--- config.mk ---
export PLATFORM = sky130hd
export DESIGN_NAME = regfile_32x8_2r1w
export DESIGN_NICKNAME = d
export VERILOG_FILES = /design/src/rtl/regfile_32x8_2r1w.sv
export SDC_FILE = /design/constraint.sdc
export NUM_CORES = 1
export LEC_CHECK = 0
export ABC_AREA = 1
export ABC_CLOCK_PERIOD_IN_PS = 1900
export CAP_MARGIN = 20
export CELL_PAD_IN_SITES_DETAIL_PLACEMENT = 0
export CELL_PAD_IN_SITES_GLOBAL_PLACEMENT = 1
export CORE_ASPECT_RATIO = 0.75
export CORE_MARGIN = 2
export CORE_UTILIZATION = 35
export CTS_CLUSTER_SIZE = 12
export DETAILED_ROUTE_END_ITERATION = 8
export HOLD_SLACK_MARGIN = 0.03
export PLACE_DENSITY_LB_ADDON = 0.1
export SYNTH_ARGS = -nofsm -noshare
export SYNTH_HDL_FRONTEND = slang
export SYNTH_SLANG_ARGS = --single-unit
--- constraint.sdc ---
create_clock -name clk -period 1.9 [get_ports clk]
set_clock_uncertainty 0.2 [all_clocks]
set_input_delay 0.19 -clock clk [delete_from_list [all_inputs] [get_ports clk]]
set_output_delay 0.19 -clock clk [all_outputs]
set_load 0.01 [all_outputs]
--- src/rtl/regfile_32x8_2r1w.sv ---
// 32 x 8 general-purpose register file: one synchronous write port, two
// combinational read ports built from one-hot decoders and an AND-OR read tree.

module regfile_dec #(
   parameter int ADDR_W = 5,
   parameter int DEPTH  = 2 ** ADDR_W
) (
   input  logic [ADDR_W-1:0] addr_i,
   output logic [DEPTH-1:0]  onehot_o
);

   always_comb begin
      onehot_o         = '0;
      onehot_o[addr_i] = 1'b1;
   end

endmodule

module regfile_cell #(
   parameter int DATA_W = 8
) (
   input  logic              clk,
   input  logic              rst_n,
   input  logic              we_i,
   input  logic [DATA_W-1:0] d_i,
   output logic [DATA_W-1:0] q_o
);

   logic [DATA_W-1:0] data_q;
   logic [DATA_W-1:0] data_d;

   always_comb begin
      data_d = data_q;
      if (we_i) begin
         data_d = d_i;
      end
   end

   always_ff @(posedge clk or negedge rst_n) begin
      if (!rst_n) begin
         data_q <= '0;
      end else begin
         data_q <= data_d;
      end
   end

   assign q_o = data_q;

endmodule

module regfile_32x8_2r1w #(
   parameter int DATA_W = 8,
   parameter int ADDR_W = 5
) (
   input  logic              clk,
   input  logic              rst_n,
   input  logic              mode,
   input  logic [ADDR_W-1:0] write_add,
   input  logic [DATA_W-1:0] write_inp,
   input  logic [ADDR_W-1:0] read_add_1,
   input  logic [ADDR_W-1:0] read_add_2,
   output logic [DATA_W-1:0] read_out_1,
   output logic [DATA_W-1:0] read_out_2
);

   localparam int DEPTH = 2 ** ADDR_W;

   logic [DEPTH-1:0]  dec_wr;
   logic [DEPTH-1:0]  dec_rd1;
   logic [DEPTH-1:0]  dec_rd2;
   logic [DATA_W-1:0] entry_q [DEPTH];
   logic [DATA_W-1:0] rd1_d;
   logic [DATA_W-1:0] rd2_d;

   regfile_dec #(.ADDR_W(ADDR_W), .DEPTH(DEPTH)) u_dec_wr (
      .addr_i   (write_add),
      .onehot_o (dec_wr)
   );

   regfile_dec #(.ADDR_W(ADDR_W), .DEPTH(DEPTH)) u_dec_rd1 (
      .addr_i   (read_add_1),
      .onehot_o (dec_rd1)
   );

   regfile_dec #(.ADDR_W(ADDR_W), .DEPTH(DEPTH)) u_dec_rd2 (
      .addr_i   (read_add_2),
      .onehot_o (dec_rd2)
   );

   // Each entry sees only its own decoded write bit, so at most one cell loads per edge.
   for (genvar k = 0; k < DEPTH; k++) begin : g_cell
      regfile_cell #(.DATA_W(DATA_W)) u_cell (
         .clk   (clk),
         .rst_n (rst_n),
         .we_i  (mode & dec_wr[k]),
         .d_i   (write_inp),
         .q_o   (entry_q[k])
      );
   end

   // Read data comes straight from the cells: a same-address write is seen only after the edge.
   always_comb begin
      rd1_d = '0;
      rd2_d = '0;
      for (int k = 0; k < DEPTH; k++) begin
         rd1_d = rd1_d | (entry_q[k] & {DATA_W{dec_rd1[k]}});
         rd2_d = rd2_d | (entry_q[k] & {DATA_W{dec_rd2[k]}});
      end
   end

   assign read_out_1 = rd1_d;
   assign read_out_2 = rd2_d;

endmodule

**Yosys cells after proc, flatten, opt, wreduce, memory -nomap -nowiden**

Index checks and enable logic that the tools add are counted.

- Reductions and logical operators: 3
- Order comparisons: 6
- Bitwise gates (word level): 158
- Multiplexer cells: 6

Operator list:

| operator | number |
|---|---|
| bitwise AND 8 bit | 64 |
| OR 8 bit | 62 |
| bitwise AND 1 bit | 32 |
| less-than comparator 5 x 6 -> 1 bit (second input constant) | 3 |
| demux 1 bit (select 5 bit) | 3 |
| >= comparator 5 x 1 -> 1 bit (second input constant) | 3 |
| logical AND 1 bit | 3 |
| two-way mux 1 bit | 3 |

- Logic and storage cells: 205
- Input bits: 26
- Flip-flop bits (word level): 256

**Logic depth before layout (Yosys ltp)**

- Depth in word-level cells: 36
- Mapped depth: 11

**Modules after synthesis**

From an unflattened synthesis, not the netlist that was laid out.

- Cell total of the unflattened synthesis: 2377
- Area total of the unflattened synthesis: 14875.5 um^2

By module, submodules not included:

| module | cells each | times used | area each (um^2) |
|---|---|---|---|
| regfile_cell | 34 | 32 | 305.3 |
| regfile_32x8_2r1w | 1139 | 1 | 4520.6 |
| regfile_dec | 50 | 3 | 195.2 |

**Least setup slack after synthesis**

Ideal clock, no wire load.

- Path type: input -> output
- Start point: in read_add_2[4]
- End point: out read_out_2[1]
- Buffers on the path: 2
- Data required time: 1510 ps
- Cell stages on the path: 11
- Slack: 268 ps
- Arrival time: 1242 ps
- Path through: buf_2 > inv_1 > nand2_1 > nor2_1 > buf_2 > nand3_1 > nand2_1 > nor2_1 > nand2_1 > nor2_1 > nand2_1

- Word-level cells in the longest chain between the ends: 36
- Elaborated cells between the ends (all ways): 68
- Those cells by class: order compare (2); mux (2); bitwise (63); reduce/logical (1)

Ends and longest elaborated chain:

| item | RTL line | text |
|---|---|---|
| start: declaration | 61 | `input logic [ADDR_W-1:0] read_add_2,` |
| less-than comparator 5 x 6 -> 1 bit (not written as such) or >= comparator 5 x 1 -> 1 bit (tied branches) | 14 | `onehot_o[addr_i] = 1'b1;` |
| logical AND 1 bit (not written as such) | 14 |  |
| two-way mux 1 bit (not written as such) | 14 |  |
| demux 1 bit (select 5 bit) (*) | -- |  |
| bitwise AND 8 bit | 107 | `rd2_d = rd2_d \| (entry_q[k] & {DATA_W{dec_rd2[k]}});` |
| OR 8 bit (30 in a row) | 107 |  |
| OR 8 bit (*) | 107 |  |
| end: declaration | 63 | `output logic [DATA_W-1:0] read_out_2` |

Mark *: on every way between the ends. The rest lies on a longest branch, timed or not.

**Worst setup path after layout**

- Start point: reg g_cell[12].u_cell.data_q[2]
- End point: out read_out_1[2]

- Word-level cells in the longest chain between the ends: 21

Ends and longest elaborated chain:

| item | RTL line | text |
|---|---|---|
| start: declaration | 29 | `logic [DATA_W-1:0] data_q;` |
| start signal: assignment | 43 | `data_q <= data_d;` |
| bitwise AND 8 bit | 106 | `rd1_d = rd1_d \| (entry_q[k] & {DATA_W{dec_rd1[k]}});` |
| OR 8 bit (20 in a row) | 106 |  |
| end: declaration | 62 | `output logic [DATA_W-1:0] read_out_1,` |

Every way passes these cells.

==> impl_metrics.tcl <==
set metrics [dict create \
    ys_types 21 \
    cts_max_level 1 \
    ant_nets 0 \
    yosys.area_share.simple 0.412 \
    synth_edf_count 0 \
    wl_per_cell_um 20.1 \
    ys_async_sr_fraction 1.00 \
    syn_inst 2035 \
    cap_viol_max_count 0 \
    routed_via_density 5.20 \
    drive_gt1_frac 0.284 \
    drv_slew 0 \
    synth_top_family_by_area "simple AND/OR/NAND/NOR gates" \
    fp.coreArea_um2 39600 \
    synth-xor-area-share 0 \
    vias 14860 \
    peakVddDrop_v 0.000867 \
    layout_setup_ws_ns -0.307 \
    yosys.area_share.adder 0 \
    grt_pass1_vias 13939 \
    finalHoldViolations 0 \
    synth_compound_area_frac 0.0912 \
    drt_iter0_drc 1299 \
    cts_buffers 30 \
    yosysWarnings 0 \
    period_share 1.16 \
    setup_violations 16 \
    cts_tree "done" \
    cp_max_fo 3 \
    syn_avg_cell_area_um2 6.91 \
    grt_pass1_wl_um 88100 \
    tns_ns -4.12 \
    postLayoutCoreUtil 0.503 \
    grt_overflow 0 \
    fmax_mhz 453 \
    period_needed_ns 2.21 \
    seq_area_frac_synth 0.456 \
    violations "negative setup slack" \
    syn2layout_area_growth_pct 41.6 \
    final_nets 2340 \
    cp-end-kind "primary output" \
    syn_nets 2061 \
    gp_congestion 0.892 \
    dp_hpwl_um 39500 \
    critPathLaunchType "register" \
    rsz0062_at_grt "yes" \
    n_antenna_cell 0 \
    fp.dieArea_um2 41800 \
    portBuffers 41 \
    power.density_nw_per_um2 866 \
    required_ns 1.51 \
    grt_max_degree 56 \
    slew_headroom 0.642 \
    clockBufferDepth 3 \
    rows 63 \
    ioPinCount 42 \
    wl_um 57500 \
    synthMuxAreaShare 0 \
    synth-seq-cells 256 \
    largest_reg_flops 256 \
    die_w_um 235 \
    drtPass1Iterations 5 \
    cts-root-buf "clkbuf_16" \
    outcome "complete, but fails checks" \
    cts_sinks 256 \
    min_path_type "input pin to register" \
    clk_pin_slew_ns 0.06 \
    grt_use_total 0.277 \
    synthFlopType "dfrtp_1" \
    netlist_area_um2 14100 \
    start_util 0.355 \
    tightest_slew_ns 0.536 \
    antenna_found_initial 0 \
    critPathKind "register to primary output" \
    clock_latency_ns 0.58 \
    arrival_ns 1.82 \
    drc 0 \
    die_h_um 178 \
    p_leak_nw 10.0 \
]
routing by layer:
metal / part of all wire / up-vias / track usage
met5: 0 / - / 0
met2: 0.42 / 477 / 0.411
met4: 0.021 / 0 / 0.0573
met1: 0.50 / 7103 / 0.428
li1: - / 7212 / -
met3: 0.061 / 68 / 0.0350
layout make-up:
class / count / area [µm²]
fill: 3931 / 19700
multi-input combinational: 1640 / 8020
sequential: 256 / 6410
timing repair buffer: 353 / 3630
clock buffer: 48 / 960
tap: 520 / 651
inverter: 33 / 126
clock inverter: 7 / 113
layout by cell type, fill, tap and decap left out, drive strengths merged:
cell           count
clkdlybuf4s50     14
nand4             96
nor2             255
o21ai            216
a21oi             40
nor3              14
dlygate4sd3        2
nand2            883
clkbuf            48
clkinv             4
buf              336
dfrtp            256
nand3            136
clkinvlp           1
bufbuf             1
bufinv             3
inv               32
critical path: stages, from the launching register on:
cell and delay, ns:
dfrtp_1 0.41, nand4_1 0.11, nand2_1 0.07, nor2_2 0.13, nand2_2 0.12, nor2_4 0.15
nand2_1 0.09, buf_2 0.15
report_power, final:
part	internal (mW)	total [mW]	switching [mW]
combinational	1.63	3.49	1.87
clock	3.83	6.29	2.46
sequential	6.51	7.45	0.935
path summary, 6_finish.rpt:
path | depth (start not counted) | to | start | slack [ns]
max in group asynchronous | 4 | g_cell[18].u_cell.q_o[1] | rst_n | 0.37
worst min register to register | 2 | g_cell[28].u_cell.q_o[1] | g_cell[28].u_cell.q_o[1] | 0.31
worst max-delay path | 7 | read_out_1[2] | g_cell[12].u_cell.q_o[2] | -0.31
worst min-delay path | 4 | g_cell[19].u_cell.q_o[7] | write_inp[7] | 0.25
worst max register to register | 4 | g_cell[18].u_cell.q_o[5] | g_cell[18].u_cell.q_o[5] | 0.79
min in group asynchronous | 3 | g_cell[21].u_cell.q_o[6] | rst_n | 0.50
per-stage QoR:
stage	total power [mW]	setup slack, ns	instance area (µm²)	instances	hold WS, ns
after global routing	18.0	-0.372	19900	2857	0.277
after detailed placement	10.5	-1.27	17400	2760	-0.0141
after floorplan	8.63	0.268	14100	2035	-0.306
after global placement	10.4	-1.26	17400	2760	-0.0190
final	17.2	-0.307	19900	2857	0.248
after CTS	17.2	-0.339	19600	2850	0.215
logic make-up after synthesis:
logic type	Yosys count
flops	256
simple gates	1384
buf+inv	139
compound gates	256
Yosys cell counts (5+ instances only):
library cell | count | share of area
nand2_1 | 883 | 0.24
nor2_1 | 237 | 0.063
o21ai_1 | 45 | 0.016
nand4_1 | 96 | 0.043
buf_1 | 13 | 0.0035
a21oi_1 | 40 | 0.014
inv_2 | 7 | 0.0019
nor2_2 | 11 | 0.0049
nand3_1 | 134 | 0.048
inv_1 | 25 | 0.0067
nor2_4 | 7 | 0.0056
buf_2 | 33 | 0.012
nor3_2 | 8 | 0.0057
o21ai_0 | 171 | 0.061
dfrtp_1 | 256 | 0.46
buf_4 | 5 | 0.0027
clkbuf_1 | 55 | 0.015
what timing repair did:
action,4_1_cts,5_1_grt
setup buffers,36,7
hold endpoints to repair,256,0
hold buffers,2,0
resized for setup,365,88
setup endpoints to repair,16,16
cloned,1,0
pin swaps,116,71
(Power assumes the default switching activity.)
